**src/rtl/irq_trap_ctrl_if.sv**
```systemverilog
// Core-side bundle for irq_trap_ctrl: CLINT/external request levels, CSR access
// port and the flush/redirect handshake with the pipeline.
interface irq_trap_ctrl_if;
   logic        timer_interrupt_req_in;
   logic        software_interrupt_req_in;
   logic        external_interrupt_req_in;
   logic        csr_we_in;
   logic [11:0] csr_addr_in;
   logic [31:0] csr_wdata_in;
   logic [31:0] csr_rdata_out;
   logic        instr_valid_in;
   logic [31:0] instr_pc_in;
   logic        mret_in;
   logic        flush_req_out;
   logic        flush_ack_in;
   logic        redirect_valid_out;
   logic [31:0] redirect_pc_out;

   modport slave (
      input  timer_interrupt_req_in, software_interrupt_req_in, external_interrupt_req_in,
      input  csr_we_in, csr_addr_in, csr_wdata_in,
      output csr_rdata_out,
      input  instr_valid_in, instr_pc_in, mret_in,
      output flush_req_out,
      input  flush_ack_in,
      output redirect_valid_out, redirect_pc_out
   );

   modport master (
      output timer_interrupt_req_in, software_interrupt_req_in, external_interrupt_req_in,
      output csr_we_in, csr_addr_in, csr_wdata_in,
      input  csr_rdata_out,
      output instr_valid_in, instr_pc_in, mret_in,
      input  flush_req_out,
      output flush_ack_in,
      input  redirect_valid_out, redirect_pc_out
   );
endinterface

```
**src/rtl/irq_trap_ctrl.sv**
```systemverilog
// Machine-mode interrupt CSRs (mstatus/mie/mip/mtvec/mepc/mcause) and the
// trap-entry flush -> redirect sequencer, including mret return.
module irq_trap_ctrl #(
   parameter logic [31:0] RESET_MTVEC = 32'h0000_0100,
   parameter bit          EXT_SYNC    = 1'b1
) (
   input logic             clk_in,
   input logic             reset_n_in,
   irq_trap_ctrl_if.slave  bus
);

   typedef enum logic [1:0] {
      S_IDLE,
      S_FLUSH,
      S_TRAP_REDIR,
      S_MRET_REDIR
   } state_e;

   state_e      state_q, state_d;
   logic        mstatus_mie_q, mstatus_mie_d;
   logic        mstatus_mpie_q, mstatus_mpie_d;
   logic [31:0] mie_q, mie_d;
   logic [31:0] mtvec_q, mtvec_d;
   logic [31:0] mepc_q, mepc_d;
   logic [31:0] mcause_q, mcause_d;
   logic [3:0]  code_q, code_d;

   logic        meip;
   logic [31:0] mip;
   logic [31:0] pending;
   logic [3:0]  code_sel;
   logic [31:0] trap_base;
   logic [31:0] trap_target;
   logic        wr_mstatus, wr_mie, wr_mtvec, wr_mepc, wr_mcause;

   generate
      if (EXT_SYNC) begin : g_ext_sync
         logic [1:0] sync_q;
         always_ff @(posedge clk_in or negedge reset_n_in) begin
            if (!reset_n_in) sync_q <= '0;
            else             sync_q <= {sync_q[0], bus.external_interrupt_req_in};
         end
         assign meip = sync_q[1];
      end else begin : g_ext_bypass
         assign meip = bus.external_interrupt_req_in;
      end
   endgenerate

   always_comb begin
      mip     = '0;
      mip[11] = meip;
      mip[7]  = bus.timer_interrupt_req_in;
      mip[3]  = bus.software_interrupt_req_in;
   end

   assign pending = mip & mie_q & {32{mstatus_mie_q}};

   always_comb begin
      if (pending[11])     code_sel = 4'd11;
      else if (pending[3]) code_sel = 4'd3;
      else                 code_sel = 4'd7;
   end

   assign wr_mstatus = bus.csr_we_in && (bus.csr_addr_in == 12'h300);
   assign wr_mie     = bus.csr_we_in && (bus.csr_addr_in == 12'h304);
   assign wr_mtvec   = bus.csr_we_in && (bus.csr_addr_in == 12'h305);
   assign wr_mepc    = bus.csr_we_in && (bus.csr_addr_in == 12'h341);
   assign wr_mcause  = bus.csr_we_in && (bus.csr_addr_in == 12'h342);

   assign trap_base   = {mtvec_q[31:2], 2'b00};
   assign trap_target = mtvec_q[0] ? trap_base + {26'd0, code_q, 2'b00} : trap_base;

   // CSR writes are applied first; trap/mret updates below then overwrite them.
   always_comb begin
      state_d        = state_q;
      code_d         = code_q;
      mstatus_mie_d  = wr_mstatus ? bus.csr_wdata_in[3] : mstatus_mie_q;
      mstatus_mpie_d = wr_mstatus ? bus.csr_wdata_in[7] : mstatus_mpie_q;
      mie_d          = wr_mie    ? (bus.csr_wdata_in & 32'h0000_0888) : mie_q;
      mtvec_d        = wr_mtvec  ? {bus.csr_wdata_in[31:2], 1'b0, (bus.csr_wdata_in[1:0] == 2'b01)}
                                 : mtvec_q;
      mepc_d         = wr_mepc   ? (bus.csr_wdata_in & ~32'h3) : mepc_q;
      mcause_d       = wr_mcause ? bus.csr_wdata_in : mcause_q;

      unique case (state_q)
         S_IDLE: begin
            if (bus.mret_in) begin
               mstatus_mie_d  = mstatus_mpie_q;
               mstatus_mpie_d = 1'b1;
               state_d        = S_MRET_REDIR;
            end else if ((pending != '0) && bus.instr_valid_in) begin
               code_d  = code_sel;
               state_d = S_FLUSH;
            end
         end
         S_FLUSH: begin
            if (bus.flush_ack_in) begin
               mepc_d         = bus.instr_pc_in & ~32'h3;
               mcause_d       = {1'b1, 27'd0, code_q};
               mstatus_mpie_d = mstatus_mie_q;
               mstatus_mie_d  = 1'b0;
               state_d        = S_TRAP_REDIR;
            end
         end
         S_TRAP_REDIR: state_d = S_IDLE;
         S_MRET_REDIR: state_d = S_IDLE;
         default:      state_d = S_IDLE;
      endcase
   end

   always_ff @(posedge clk_in or negedge reset_n_in) begin
      if (!reset_n_in) begin
         state_q        <= S_IDLE;
         code_q         <= '0;
         mstatus_mie_q  <= 1'b0;
         mstatus_mpie_q <= 1'b0;
         mie_q          <= '0;
         mtvec_q        <= RESET_MTVEC;
         mepc_q         <= '0;
         mcause_q       <= '0;
      end else begin
         state_q        <= state_d;
         code_q         <= code_d;
         mstatus_mie_q  <= mstatus_mie_d;
         mstatus_mpie_q <= mstatus_mpie_d;
         mie_q          <= mie_d;
         mtvec_q        <= mtvec_d;
         mepc_q         <= mepc_d;
         mcause_q       <= mcause_d;
      end
   end

   always_comb begin
      bus.flush_req_out      = (state_q == S_FLUSH);
      bus.redirect_valid_out = (state_q == S_TRAP_REDIR) || (state_q == S_MRET_REDIR);
      bus.redirect_pc_out    = '0;
      if (state_q == S_TRAP_REDIR)      bus.redirect_pc_out = trap_target;
      else if (state_q == S_MRET_REDIR) bus.redirect_pc_out = mepc_q;
   end

   always_comb begin
      bus.csr_rdata_out = '0;
      unique case (bus.csr_addr_in)
         12'h300: bus.csr_rdata_out = {19'd0, 2'b11, 3'd0, mstatus_mpie_q, 3'd0, mstatus_mie_q, 3'd0};
         12'h304: bus.csr_rdata_out = mie_q;
         12'h305: bus.csr_rdata_out = mtvec_q;
         12'h341: bus.csr_rdata_out = mepc_q;
         12'h342: bus.csr_rdata_out = mcause_q;
         12'h344: bus.csr_rdata_out = mip;
         default: bus.csr_rdata_out = '0;
      endcase
   end

endmodule

```
**src/flat_wrapper.sv**
```systemverilog
// flat-port wrapper written by rule: the top's interface ports become plain ports
module irq_trap_ctrl_flat 
#(
   parameter logic [31:0] RESET_MTVEC = 32'h0000_0100,
   parameter bit          EXT_SYNC    = 1'b1
)
  (clk_in, reset_n_in, bus_timer_interrupt_req_in, bus_software_interrupt_req_in, bus_external_interrupt_req_in, bus_csr_we_in, bus_csr_addr_in, bus_csr_wdata_in, bus_csr_rdata_out, bus_instr_valid_in, bus_instr_pc_in, bus_mret_in, bus_flush_req_out, bus_flush_ack_in, bus_redirect_valid_out, bus_redirect_pc_out);
  irq_trap_ctrl_if bus_i ();
  input logic clk_in;
  input logic reset_n_in;
  input wire logic [$bits(bus_i.timer_interrupt_req_in)-1:0] bus_timer_interrupt_req_in;
  input wire logic [$bits(bus_i.software_interrupt_req_in)-1:0] bus_software_interrupt_req_in;
  input wire logic [$bits(bus_i.external_interrupt_req_in)-1:0] bus_external_interrupt_req_in;
  input wire logic [$bits(bus_i.csr_we_in)-1:0] bus_csr_we_in;
  input wire logic [$bits(bus_i.csr_addr_in)-1:0] bus_csr_addr_in;
  input wire logic [$bits(bus_i.csr_wdata_in)-1:0] bus_csr_wdata_in;
  output wire logic [$bits(bus_i.csr_rdata_out)-1:0] bus_csr_rdata_out;
  input wire logic [$bits(bus_i.instr_valid_in)-1:0] bus_instr_valid_in;
  input wire logic [$bits(bus_i.instr_pc_in)-1:0] bus_instr_pc_in;
  input wire logic [$bits(bus_i.mret_in)-1:0] bus_mret_in;
  output wire logic [$bits(bus_i.flush_req_out)-1:0] bus_flush_req_out;
  input wire logic [$bits(bus_i.flush_ack_in)-1:0] bus_flush_ack_in;
  output wire logic [$bits(bus_i.redirect_valid_out)-1:0] bus_redirect_valid_out;
  output wire logic [$bits(bus_i.redirect_pc_out)-1:0] bus_redirect_pc_out;
  assign bus_i.timer_interrupt_req_in = bus_timer_interrupt_req_in;
  assign bus_i.software_interrupt_req_in = bus_software_interrupt_req_in;
  assign bus_i.external_interrupt_req_in = bus_external_interrupt_req_in;
  assign bus_i.csr_we_in = bus_csr_we_in;
  assign bus_i.csr_addr_in = bus_csr_addr_in;
  assign bus_i.csr_wdata_in = bus_csr_wdata_in;
  assign bus_csr_rdata_out = bus_i.csr_rdata_out;
  assign bus_i.instr_valid_in = bus_instr_valid_in;
  assign bus_i.instr_pc_in = bus_instr_pc_in;
  assign bus_i.mret_in = bus_mret_in;
  assign bus_flush_req_out = bus_i.flush_req_out;
  assign bus_i.flush_ack_in = bus_flush_ack_in;
  assign bus_redirect_valid_out = bus_i.redirect_valid_out;
  assign bus_redirect_pc_out = bus_i.redirect_pc_out;
  irq_trap_ctrl #(.RESET_MTVEC(RESET_MTVEC), .EXT_SYNC(EXT_SYNC)) u_core (.clk_in(clk_in), .reset_n_in(reset_n_in), .bus(bus_i));
endmodule
```
**config.mk**
```make
export PLATFORM = sky130hd
export DESIGN_NAME = irq_trap_ctrl_flat
export DESIGN_NICKNAME = d
export VERILOG_FILES = /design/src/rtl/irq_trap_ctrl_if.sv /design/src/rtl/irq_trap_ctrl.sv /design/src/flat_wrapper.sv
export SDC_FILE = /design/constraint.sdc
export NUM_CORES = 1
export LEC_CHECK = 0
export ABC_AREA = 0
export BUFFER_PORTS_ARGS = -buffer_cell sky130_fd_sc_hd__clkbuf_2
export CAP_MARGIN = 20
export CELL_PAD_IN_SITES_DETAIL_PLACEMENT = 0
export CELL_PAD_IN_SITES_GLOBAL_PLACEMENT = 1
export CORE_MARGIN = 8
export CORE_UTILIZATION = 41
export CTS_CLUSTER_SIZE = 25
export DETAILED_ROUTE_END_ITERATION = 16
export PLACE_DENSITY = 0.86
export SKIP_LAST_GASP = 1
export SLEW_MARGIN = 20
export SYNTH_ARGS = -nofsm -noshare
export SYNTH_HDL_FRONTEND = slang
export SYNTH_SLANG_ARGS = --single-unit
```
**constraint.sdc**
```tcl
create_clock -name clk_in -period 2.4 [get_ports clk_in]
set_input_delay 0.12 -clock clk_in [delete_from_list [all_inputs] [get_ports clk_in]]
set_output_delay 0.12 -clock clk_in [all_outputs]
set_load 0.01 [all_outputs]
```
==> run summary <==
status - finished with violations
failing checks - setup timing
global-route wire length before repair - 36070 µm
most frequent cells in the layout - nand2_1, clkbuf_2, dfrtp_1, buf_4, dlygate4sd3_1
row cnt - 46
Syn-to-layout area delta - 34.88%
Synth Instances - 743
Core ar. - 0.01583 mm²
WL/cell - 19.36 µm
CTS tree - done
Synth Register Bits - 107
gpl congestion - 0.8280
Slew @ Worst Pin - 0.5407 ns
DRT Pass-1 Iters - 4
Post-synth EDFFs - 0
Fillers - 1438
post-route cell area - 0.008897 mm²
worst-skew pair later-pin latency - 0.36 ns
dpl cells - 1078
setup TNS - -2.559 ns
area share of the largest cell type after synthesis - 40.21%
Crit Path Class - reg2out
CP startpoint kind - register
max-slew violation count - 0
GR Overflow Total - 0
die area - 0.02040 mm²
Setup Viol. Count Final - 25
dpl hpwl - 14680 µm
Max Fclk - 387.1 MHz
WL final - 22450 µm
Hold Vio Cnt, Final - 0
Seq/Total Area, Yosys - 40.61%
leakage - 4.370 nW
Yosys warnings - 0
Placement Cell Area - 0.007697 mm²
non-filler cells, final - 1160
max-capacitance violation count - 0
post-synth cell types - 60
nets - 1029
All-Layer GR Usage - 22.47%
Post-Syn Area per Cell - 8.878 µm²
# DRC - 0
Finished Core Util - 56.21%
largest net degree at the start of global routing - 87
main flop type after synthesis - dfrtp_1
Worst-path clk slew - 0.07 ns
Num CTS Buffers - 9
RSZ-0062 raised after global routing - true
worst vdd ir - 0.0005248 V
crit-path max cell delay - 0.43 ns
layout cells sized above 1 - 32.84%
top cell type by total area after synthesis - dfrtp_1
worst-path fanout max - 11
clk buf depth - 2
Final min period - 2.583 ns
CTS root buf - clkbuf_16
initial antenna violation count - 0
Chip Height - 142.8 µm
Worst path slowest cell - fa_2
Die Wd - 142.8 µm
critical path arrival - 2.46 ns
post-DR vias/cell - 5.665
H-tree levels - 3
Vias - 6571
Initial Util - 41.68%
r2r worst-path depth - 5
Critical Path Sink Type - output port
Mapped Area - 0.006596 mm²
Ports - 151
Critical Path RT - 2.28 ns
ANT cells - 0
fin worst setup slack - -0.1833 ns
syn_nets - 833
commonest non-fill, non-tap cell in the layout - nand2_1
Hold Path Class - in2reg
Post-DRT Antenna Nets - 0
worst hold stages - 3
number of port buffers - 148
vias in the first global route - 6739
Tcrit/Tclk final - 107.6%
normalized max-slew margin - 63.95%
1st-iter DRT viols - 453
top post-synthesis cells by area - dfrtp_1, nand2_1, mux2_4
clock skew - 0.01171 ns
asr flop ratio synth - 100.0%
Sink Count - 107
P per Cell Area - 617.3 mW/mm²
cell breakdown of the critical path - buf_6 -> fa_2 -> a211o_1 -> nand2_2 -> buf_12 -> nor3_1 -> a221o_1 -> clkbuf_2
worst max-delay path: cells and delay by family, from the launching register on:
kind | cells | cell delay [ns]
buf+inv | 3 | 0.42
flops | 1 | 0.42
simple gates | 2 | 0.15
compound gates | 2 | 0.67
fa+ha+maj | 1 | 0.43
kinds of logic (layout without fill, tap and decap cells):
logic type               Yosys count  in the layout  synth area share [%]
adder cells (fa/ha/maj)            5              5                 1.062
buffers and inverters             72            273                 4.799
AO/OA/AOI/OAI                    188            188                 18.32
AND/OR/NAND/NOR                  298            298                 22.06
flip-flops                       107            107                 40.61
XOR/XNOR                           4              4                0.5312
multiplexers                      69             69                 12.61
synth_stat cells, types with 3 or more instances:
master / n
a211oi_1: 6
a21o_1: 4
a21oi_1: 34
a22o_1: 4
a22oi_1: 30
a311oi_1: 3
a31oi_1: 12
a32oi_1: 4
and2_1: 4
and3_1: 7
and4_1: 9
buf_2: 4
buf_6: 5
clkbuf_1: 54
dfrtp_1: 106
ha_1: 4
inv_1: 7
mux2_2: 9
mux2_4: 26
mux2i_1: 34
nand2_1: 165
nand2b_1: 5
nand3_1: 28
nand4_1: 16
nor2_1: 12
nor2b_1: 5
nor3_1: 11
nor3b_1: 3
nor4_1: 5
o211a_1: 4
o211ai_1: 10
o21ai_0: 41
o21ai_1: 18
o31ai_1: 6
or3_1: 6
or4_1: 11
xnor2_1: 3
path summary, 6_finish.rpt:
path	startpoint	end	slack, ns
min in group asynchronous	reset_n_in	u_core.mcause_q[2]$_DFF_PN0_	0.29
max in group asynchronous	reset_n_in	u_core.mepc_q[21]$_DFF_PN0_	1.28
setup reg to reg	u_core.state_q[0]$_DFFE_PN0P_	u_core.mepc_q[7]$_DFF_PN0_	0.60
hold / removal	bus_csr_wdata_in[13]	u_core.mcause_q[13]$_DFF_PN0_	0.007
setup / recovery	u_core.code_q[1]$_DFFE_PN0P_	bus_redirect_pc_out[16]	-0.18
hold reg to reg	u_core.g_ext_sync.sync_q[0]$_DFF_PN0_	u_core.g_ext_sync.sync_q[1]$_DFF_PN0_	0.36
timing repair:
action | 4_1_cts | 5_1_grt
gates resized for setup | 38 | 52
pin swaps | 28 | 34
endpoints found under the hold margin | 74 | 0
endpoints found under the setup margin | 26 | 28
buffers inserted | 21 | 9
hold buffers | 39 | 0
power by group:
| part | internal (W) | total [W] | switching (W) |
|---|---|---|---|
| logic | 0.000688 | 0.00171 | 0.00102 |
| clock network | 0.000708 | 0.00143 | 0.000719 |
| registers | 0.00208 | 0.00236 | 0.000283 |
sequential cells by signal, indices dropped and copies added (netlist names):
| signal | cells |
|---|---|
| u_core.mtvec_q | 31 |
| u_core.code_q | 3 |
| u_core.mcause_q | 32 |
| u_core.mstatus_mie_q | 1 |
| u_core.state_q | 2 |
| u_core.g_ext_sync.sync_q | 2 |
| u_core.mepc_q | 32 |
| u_core.mie_q | 3 |
| u_core.mstatus_mpie_q | 1 |
routing by layer:
metal,GRT usage (%),vias to the layer above,wire [µm]
li1,-,3103,-
met3,3.940,25,1258
met4,6.264,0,316
met2,38.18,224,10950
met5,0,-,0
met1,28.69,3219,9924
metrics by stage:
step	setup WS [ns]	total power [W]	hold WS, ns
after floorplan	0.1670	0.003247	-0.1756
after global placement	0.04292	0.003921	0.1347
after detailed placement	0.07094	0.003940	0.1363
after CTS	-0.1851	0.005466	0.0002688
after global routing	-0.2985	0.005819	0.009733
final	-0.1833	0.005492	0.006862
area by class of cell:
cell class	count	area (µm²)	share of cell area, %
Tap cell	216	270.3	3.038
Clock buffer	10	229.0	2.573
Sequential cell	107	2683	30.15
Timing Repair Buffer	250	1793	20.15
Inverter	7	26.28	0.2953
Multi-Input combinational cell	564	3854	43.31
Clock inverter	6	42.54	0.4781
Note: power is estimated with default switching activity, not from simulation.
